[src/rtl/crypto1_ks_ctrl_if.sv]
// Job, Crypto1-core and keystream-byte signals of the Crypto1 keystream controller.
// The controller takes the slave view; whoever drives jobs and models the core takes master.
interface crypto1_ks_ctrl_if #(
  parameter int unsigned LEN_W = 8
);
  logic             start;
  logic [47:0]      key;
  logic [LEN_W-1:0] len;
  logic             abort;
  logic [47:0]      c1_key;
  logic             c1_init;
  logic             c1_stb;
  logic             c1_output;
  logic [7:0]       ks_data;
  logic             ks_valid;
  logic             ks_ready;
  logic             busy;
  logic             done;

  modport slave (
    input  start, key, len, abort, c1_output, ks_ready,
    output c1_key, c1_init, c1_stb, ks_data, ks_valid, busy, done
  );

  modport master (
    output start, key, len, abort, c1_output, ks_ready,
    input  c1_key, c1_init, c1_stb, ks_data, ks_valid, busy, done
  );
endinterface

[src/rtl/crypto1_ks_ctrl.sv]
// Sequences a Crypto1 core: loads the key, steps it 8*LEN times, packs the output bits
// into bytes and hands them out over a valid/ready holding register.
module crypto1_ks_ctrl #(
  parameter int unsigned LEN_W     = 8,
  parameter bit          MSB_FIRST = 1'b0
) (
  input logic              clk,
  input logic              rst_n,
  crypto1_ks_ctrl_if.slave bus
);
  localparam int unsigned CntW = LEN_W + 3;

  typedef enum logic [2:0] {StIdle, StLoad, StRun, StDrain, StFin} state_e;

  state_e           state_q, state_d;
  logic [47:0]      key_q;
  logic [LEN_W-1:0] len_q;
  logic [CntW-1:0]  stb_cnt_q, stb_cnt_d;
  logic [CntW-1:0]  byte_cnt_q, byte_cnt_d;
  logic [CntW-1:0]  total;
  logic [2:0]       bit_idx_q, bit_idx_d;
  logic [6:0]       asm_q, asm_d;
  logic [7:0]       ks_data_q, ks_data_d;
  logic             ks_valid_q, ks_valid_d;
  logic             smp_q;

  logic accept, abort_job, hs, slot_free, stb;

  assign total = {len_q, 3'b000};

  always_comb begin
    accept    = (state_q == StIdle) & bus.start & ~bus.abort;
    abort_job = bus.abort & (state_q != StIdle);
    hs        = ks_valid_q & bus.ks_ready;
    slot_free = ~ks_valid_q | bus.ks_ready;
    // The 8th step of a byte waits until its byte has somewhere to land.
    stb       = (state_q == StRun) & ~bus.abort & (stb_cnt_q != total) &
                ((stb_cnt_q[2:0] != 3'd7) | slot_free);
  end

  // Control FSM
  always_ff @(posedge clk or negedge rst_n) begin
    if (!rst_n) begin
      state_q <= StIdle;
    end else begin
      state_q <= state_d;
    end
  end

  always_comb begin
    state_d = state_q;
    unique case (state_q)
      StIdle: begin
        if (accept) state_d = StLoad;
      end
      StLoad: begin
        state_d = (len_q != '0) ? StRun : StDrain;
      end
      StRun: begin
        if (stb && ((stb_cnt_q + CntW'(1)) == total)) state_d = StDrain;
      end
      StDrain: begin
        if ((byte_cnt_q == CntW'(len_q)) && !smp_q && slot_free) state_d = StFin;
      end
      StFin: begin
        state_d = StIdle;
      end
      default: begin
        state_d = StIdle;
      end
    endcase
    if (abort_job) state_d = StIdle;
  end

  // Bit assembly, byte holding register and counters
  always_comb begin
    stb_cnt_d  = stb_cnt_q;
    byte_cnt_d = byte_cnt_q;
    bit_idx_d  = bit_idx_q;
    asm_d      = asm_q;
    ks_data_d  = ks_data_q;
    ks_valid_d = ks_valid_q;

    if (stb) stb_cnt_d = stb_cnt_q + CntW'(1);
    if (hs) ks_valid_d = 1'b0;

    if (smp_q) begin
      bit_idx_d = bit_idx_q + 3'd1;
      asm_d     = MSB_FIRST ? {asm_q[5:0], bus.c1_output} : {bus.c1_output, asm_q[6:1]};
      if (bit_idx_q == 3'd7) begin
        ks_data_d  = MSB_FIRST ? {asm_q, bus.c1_output} : {bus.c1_output, asm_q};
        ks_valid_d = 1'b1;
        byte_cnt_d = byte_cnt_q + CntW'(1);
      end
    end

    if (accept || abort_job) begin
      stb_cnt_d  = '0;
      byte_cnt_d = '0;
      bit_idx_d  = '0;
      asm_d      = '0;
    end
    if (abort_job) ks_valid_d = 1'b0;
  end

  always_ff @(posedge clk or negedge rst_n) begin
    if (!rst_n) begin
      key_q      <= '0;
      len_q      <= '0;
      stb_cnt_q  <= '0;
      byte_cnt_q <= '0;
      bit_idx_q  <= '0;
      asm_q      <= '0;
      ks_data_q  <= '0;
      ks_valid_q <= 1'b0;
      smp_q      <= 1'b0;
    end else begin
      if (accept) begin
        key_q <= bus.key;
        len_q <= bus.len;
      end
      stb_cnt_q  <= stb_cnt_d;
      byte_cnt_q <= byte_cnt_d;
      bit_idx_q  <= bit_idx_d;
      asm_q      <= asm_d;
      ks_data_q  <= ks_data_d;
      ks_valid_q <= ks_valid_d;
      // Core output is valid the cycle after a strobe.
      smp_q      <= stb;
    end
  end

  assign bus.c1_key   = key_q;
  assign bus.c1_init  = (state_q == StLoad);
  assign bus.c1_stb   = stb;
  assign bus.ks_data  = ks_data_q;
  assign bus.ks_valid = ks_valid_q;
  assign bus.busy     = (state_q != StIdle);
  assign bus.done     = (state_q == StFin) & ~bus.abort;

endmodule

[src/flat_wrapper.sv]
// flat-port wrapper written by rule: the top's interface ports become plain ports
module crypto1_ks_ctrl_flat 
#(
  parameter int unsigned LEN_W     = 8,
  parameter bit          MSB_FIRST = 1'b0
)
  (clk, rst_n, bus_start, bus_key, bus_len, bus_abort, bus_c1_output, bus_ks_ready, bus_c1_key, bus_c1_init, bus_c1_stb, bus_ks_data, bus_ks_valid, bus_busy, bus_done);
  crypto1_ks_ctrl_if #(.LEN_W(LEN_W)) bus_i ();
  input logic clk;
  input logic rst_n;
  input wire logic [$bits(bus_i.start)-1:0] bus_start;
  input wire logic [$bits(bus_i.key)-1:0] bus_key;
  input wire logic [$bits(bus_i.len)-1:0] bus_len;
  input wire logic [$bits(bus_i.abort)-1:0] bus_abort;
  input wire logic [$bits(bus_i.c1_output)-1:0] bus_c1_output;
  input wire logic [$bits(bus_i.ks_ready)-1:0] bus_ks_ready;
  output wire logic [$bits(bus_i.c1_key)-1:0] bus_c1_key;
  output wire logic [$bits(bus_i.c1_init)-1:0] bus_c1_init;
  output wire logic [$bits(bus_i.c1_stb)-1:0] bus_c1_stb;
  output wire logic [$bits(bus_i.ks_data)-1:0] bus_ks_data;
  output wire logic [$bits(bus_i.ks_valid)-1:0] bus_ks_valid;
  output wire logic [$bits(bus_i.busy)-1:0] bus_busy;
  output wire logic [$bits(bus_i.done)-1:0] bus_done;
  assign bus_i.start = bus_start;
  assign bus_i.key = bus_key;
  assign bus_i.len = bus_len;
  assign bus_i.abort = bus_abort;
  assign bus_i.c1_output = bus_c1_output;
  assign bus_i.ks_ready = bus_ks_ready;
  assign bus_c1_key = bus_i.c1_key;
  assign bus_c1_init = bus_i.c1_init;
  assign bus_c1_stb = bus_i.c1_stb;
  assign bus_ks_data = bus_i.ks_data;
  assign bus_ks_valid = bus_i.ks_valid;
  assign bus_busy = bus_i.busy;
  assign bus_done = bus_i.done;
  crypto1_ks_ctrl #(.LEN_W(LEN_W), .MSB_FIRST(MSB_FIRST)) u_core (.clk(clk), .rst_n(rst_n), .bus(bus_i));
endmodule
[config.mk]
export PLATFORM = sky130hd
export DESIGN_NAME = crypto1_ks_ctrl_flat
export DESIGN_NICKNAME = d
export VERILOG_FILES = /design/src/rtl/crypto1_ks_ctrl_if.sv /design/src/rtl/crypto1_ks_ctrl.sv /design/src/flat_wrapper.sv
export SDC_FILE = /design/constraint.sdc
export NUM_CORES = 1
export LEC_CHECK = 0
export BUFFER_PORTS_ARGS = -buffer_cell sky130_fd_sc_hd__buf_2
export CAP_MARGIN = 20
export CORE_UTILIZATION = 53
export CTS_CLUSTER_SIZE = 16
export DETAILED_ROUTE_END_ITERATION = 6
export PLACE_DENSITY = 0.8
export SLEW_MARGIN = 40
export SYNTH_ARGS = -nofsm -noshare
export SYNTH_HDL_FRONTEND = slang
export SYNTH_SLANG_ARGS = --single-unit
[constraint.sdc]
create_clock -name clk -period 2.1 [get_ports clk]
set_clock_uncertainty 0.05 [all_clocks]
set_input_delay 0.105 -clock clk [delete_from_list [all_inputs] [get_ports clk]]
set_output_delay 0.105 -clock clk [all_outputs]
set_load 0.1 [all_outputs]
# Word-level counts from Yosys, hierarchy flattened
# Index checks and enable logic that the tools add are counted.
[word_totals]
out_inout_bits = 61
input_bits = 62
romBits = 0
n_memories = 0
ff_bits = 101
ram_bits = 0
latch_bits = 0
[classes]
n_mux = 19
eq_ne = 12
add_sub_neg = 3
magnitude_cmp = 0
mul = 0
bitwise = 12
n_div = 0
n_reduce_logical = 14
shifts = 0
[op_table]
columns = ["op", "n"]
rows = [
  ["11-bit two-way mux", 5],
  ["11-bit by 1-bit adder with 11-bit output (second input constant)", 2],
  ["3-bit two-way mux", 6],
  ["7-bit two-way mux", 2],
  ["3-bit case mux with 4 select lines", 1],
  ["11-bit equality test", 1],
  ["11-bit by 8-bit equality test with 1-bit output", 1],
  ["11-bit inequality test", 1],
  ["1-bit AND", 8],
  ["8-bit nonzero test", 1],
  ["3-bit by 2-bit equality test with 1-bit output (second input constant)", 2],
  ["3-bit equality test (second input constant)", 2],
  ["3-bit by 1-bit inequality test with 1-bit output (second input constant)", 2],
  ["2-bit nonzero test", 3],
  ["1-bit two-way mux", 5],
  ["2-bit AND reduction", 2],
  ["3-bit by 1-bit adder with 3-bit output (second input constant)", 1],
  ["3-bit by 1-bit equality test with 1-bit output (second input constant)", 1],
  ["1-bit logical AND", 3],
  ["3-bit zero test", 1],
  ["3-bit by 2-bit inequality test with 1-bit output (second input constant)", 1],
  ["3-bit inequality test (second input constant)", 1],
  ["3-bit AND reduction", 1],
  ["3-bit nonzero test", 1],
  ["4 further kinds", 6],
]

# Longest topological paths before layout
[depth]
word_depth = 8
mapped_depth = 9

# Worst setup path before layout
# Ideal clock, no wire load.
[synth_path]
path_kind = "flip-flop to output port"
start = "reg u_core.state_q[0]"
end = "out bus_done"
setup_slack_ns = -1.694
path_stages_with_launch = 3
required_ns = 1.945
arrival_ns = 3.639
n_path_buf = 1
path_cell_list = "dfrtp_1 -> buf_6 -> nor4b_1"
[synth_via]
elab_chain_len = 2
[synth_rtl]
columns = ["element", "line_no", "text"]
rows = [
  ["start, declared", "crypto1_ks_ctrl.sv:15", "state_e state_q, state_d;"],
  ["start signal, assigned", "crypto1_ks_ctrl.sv:44", "state_q <= StIdle;"],
  ["start signal, assigned", "crypto1_ks_ctrl.sv:46", "state_q <= state_d;"],
  ["3-bit equality test", "crypto1_ks_ctrl.sv:139", "assign bus.done = (state_q == StFin) & ~bus.abort;"],
  ["1-bit AND", "crypto1_ks_ctrl.sv:139", ""],
  ["end, declared", "flat_wrapper.sv:23", "output wire logic [$bits(bus_i.done)-1:0] bus_done;"],
]
# No other way between the ends.

# Final worst setup path
[layout_path]
start = "reg u_core.state_q[2]"
end = "out bus_c1_stb"
[layout_via]
elab_chain_len = 4
[layout_rtl]
columns = ["element", "line_no", "text"]
rows = [
  ["3-bit by 2-bit equality test with 1-bit output", "crypto1_ks_ctrl.sv:37", "stb = (state_q == StRun) & ~bus.abort & (stb_cnt_q != total) &"],
  ["1-bit AND (3 in series)", "crypto1_ks_ctrl.sv:37", ""],
  ["end, declared", "flat_wrapper.sv:19", "output wire logic [$bits(bus_i.c1_stb)-1:0] bus_c1_stb;"],
]
# No other way between the ends.

==> flow_summary_export.csv <==
group,metric,value,unit
global_routing,first_global_vias,3873,
yosys,syn_area,4680,µm²
detailed_routing,wire_per_inst,17.4,µm
global_routing,grt_pass1_wl,19400,µm
finish,final_nets,660,
clock_network,cts_buffers,9,
pwr,peakVddDrop,1.55,mV
floorplan,die-height,95.9,µm
detailed_routing,drt-initial-drc-count,176,
pwr,power_density,1280,nW/µm²
sta,holdWs,41.2,ps
sta,drv_slew,0,
finish,stdcell_count,702,
sta,tns,0,ps
placement,gp_congestion,0.911,
setup_path,cp-start-kind,"flop",
finish,final_util,78.0,%
yosys,yosys_most_used_dff,"dfrtp_1",
detailed_routing,vias_per_cell,5.38,
setup_path,rr_worst_depth,10,
global_routing,grt_max_degree,57,
clock_network,clock_path_buffers,2,
floorplan,rows,33,
setup_path,worstPathArrival,1940,ps
sta,slew-limit-headroom,51.3,%
status,status,"completed",
detailed_routing,vias,3779,
clock_network,insertion_delay,380,ps
finish,layout-drive-gt1-share,46.7,%
yosys,synthArstFlopShare,100,%
floorplan,boundaryPins,123,
yosys,synth_top_area_cell,"dfrtp_1",
sta,worstMarginPinSlew,731,ps
sta,period_share,99.6,%
yosys,yosys-top-cells-area,"dfrtp_1, mux2_2, xnor2_1, nor2_1, mux2i_1",
sta,setup_viol,0,
floorplan,die_area,9200,µm²
run,cap_viol_max_count,0,
sta,fin_crit,2090,ps
finish,diodes,0,
setup_path,crit_type,"flop to output pin",
yosys,synth-seq-area-share,54.0,%
detailed_routing,wl,12200,µm
floorplan,coreArea,8380,µm²
min_path,hp-class,"input pin to flop",
min_path,hold_depth,4,
clock_network,cts-root-buf,"clkbuf_8",
finish,areaGrowthSynthToFinish,39.7,%
setup_path,crit_required,1950,ps
clock_network,cts_tree,"done",
setup_path,critPathCaptureType,"output pin",
clock_network,clock-sinks,101,
yosys,synthCells,381,
placement,dp_cells,610,
yosys,yosys_register_bits,101,
yosys,synth.top_cell.area_share,54.0,%
yosys,syn_nets,449,
detailed_routing,ant_nets,0,
sta,hold_viol,0,
pwr,cellLeakagePower,3.04,nW
detailed_routing,route.detailed.drc,0,
sta,fmax,0.478,GHz
floorplan,initial_core_util,55.8,%
sta,rsz0062_at_grt,"yes",
yosys,ys_types,51,
yosys,synth-edff-count,0,
setup_path,crit_fanout,6,
floorplan,die_x,95.9,µm
clock_network,cts.clk_slew.worst_paths,120,ps
global_routing,gr-total-overflow,0,
placement,io_buffers,122,
yosys,syn_area_per_cell,12.3,µm²
yosys,ys_warn_count,0,
clock_network,cts.htree.levels,3,
detailed_routing,drtPass1Iterations,4,
placement,dp_hpwl,7760,µm
global_routing,antenna_found_initial,0,
global_routing,grt_use_total,28.5,%
[layer usage]
layer	up-vias	global-route usage, %	routed length [µm]
met5	-	0	0
met1	1857	36.5	5110
met2	135	47.1	6110
li1	1764	-	-
met3	23	7.58	713
met4	0	9.70	257
[synthesized netlist by cell type, drive strengths merged (2+ instances only)]
master  count
a21oi       4
a22o        3
a31oi       3
and3        4
and4        2
buf        13
clkbuf      7
dfrtp     101
ha          6
inv         8
mux2       64
mux2i      10
nand2      12
nand2b      2
nand3      14
nand3b      3
nand4       8
nor2       33
nor3        7
nor3b       2
nor4        7
nor4b       2
o21ai      12
or2         2
or3         4
xnor2      24
xor2        9
[layout by cell type (no fill, tap or decap), types with 5 or more instances in the layout]
cell           Yosys  final
clkbuf_8           0     10
nor3_1             5      5
nand2_1           12     12
buf_4              0     38
mux2_2            64     64
buf_2             10    119
dfrtp_1          101     88
xnor2_2            1      5
nor4_1             7      7
mux2i_1           10     10
nand3_1           14     14
xnor2_1           23     19
nor2_1            33     32
nand4_1            7      7
inv_1              7      5
xor2_1             9      9
dlygate4sd3_1      0     58
o21ai_0           10      9
dfrtp_2            0     13
[stage by stage]
step / setup slack [ps] / power (mW) / instance area (µm²)
2_1_floorplan: -296 / 6.03 / 4690
3_3_place_gp: 104 / 6.75 / 5520
3_5_place_dp: 41.2 / 6.83 / 5520
4_1_cts: 1.98 / 8.23 / 6400
5_1_grt: -71.3 / 8.63 / 6540
6_report: 8.87 / 8.34 / 6540
[final timing paths]
path	endpoint	start	slack, ps
max	bus_c1_stb	u_core.state_q[2]	9
min	u_core.state_q[1]	bus_abort	40
max reg2reg	u_core.state_q[0]	u_core.stb_cnt_q[1]	100
min reg2reg	u_core.bus.ks_data[7]	u_core.bus.ks_data[7]	460
max in group asynchronous	u_core.asm_q[3]	rst_n	1190
min in group asynchronous	u_core.bus.c1_key[0]	rst_n	180
[sequential cells by signal, indices dropped and copies added (netlist names)]
register and flops:
u_core.byte_cnt_q 11, u_core.bit_idx_q 3, u_core.asm_q 7, u_core.len_q 8
u_core.state_q 3, u_core.stb_cnt_q 11, u_core.bus.ks_valid 1, u_core.smp_q 1
u_core.bus.ks_data 8, u_core.bus.c1_key 48
[worst max-delay path: stages, from the launching register on]
cell	delay, ps
dfrtp_2	470
nor4b_4	340
o21ai_2	120
or2_4	300
inv_8	70
buf_6	90
buf_12	160
[cell families (layout without fill, tap and decap cells)]
group | count (synthesis) | after routing | synth area share, %
flip-flops | 101 | 101 | 54.0
multiplexers | 74 | 74 | 17.5
AO/OA/AOI/OAI | 35 | 35 | 5.40
adder cells (fa/ha/maj) | 6 | 6 | 1.61
buffers and inverters | 28 | 244 | 3.00
AND/OR/NAND/NOR | 104 | 104 | 12.1
XOR/XNOR | 33 | 33 | 6.34
[where the power goes]
group	switching, mW	internal, mW
combinational	3.36	1.03
clock	0.739	0.495
sequential	0.336	2.37
total	4.44	3.90
[repair_timing]
item	in CTS	in global routing
hold buffers	58	0
endpoints found under the hold margin	95	0
setup endpoints to repair	1	4
gates resized for setup	14	18
pin swaps	5	5
buffers inserted	7	11
[final cells by class]
class | count | area [µm²]
Clock inverter | 6 | 62.6
Tap cell | 105 | 131
Fill cell | 487 | 1850
Timing Repair Buffer | 220 | 1530
Clock buffer | 10 | 138
Multi-Input combinational cell | 252 | 2090
Sequential cell | 101 | 2540
Inverter | 8 | 37.5
(Power assumes the default switching activity.)
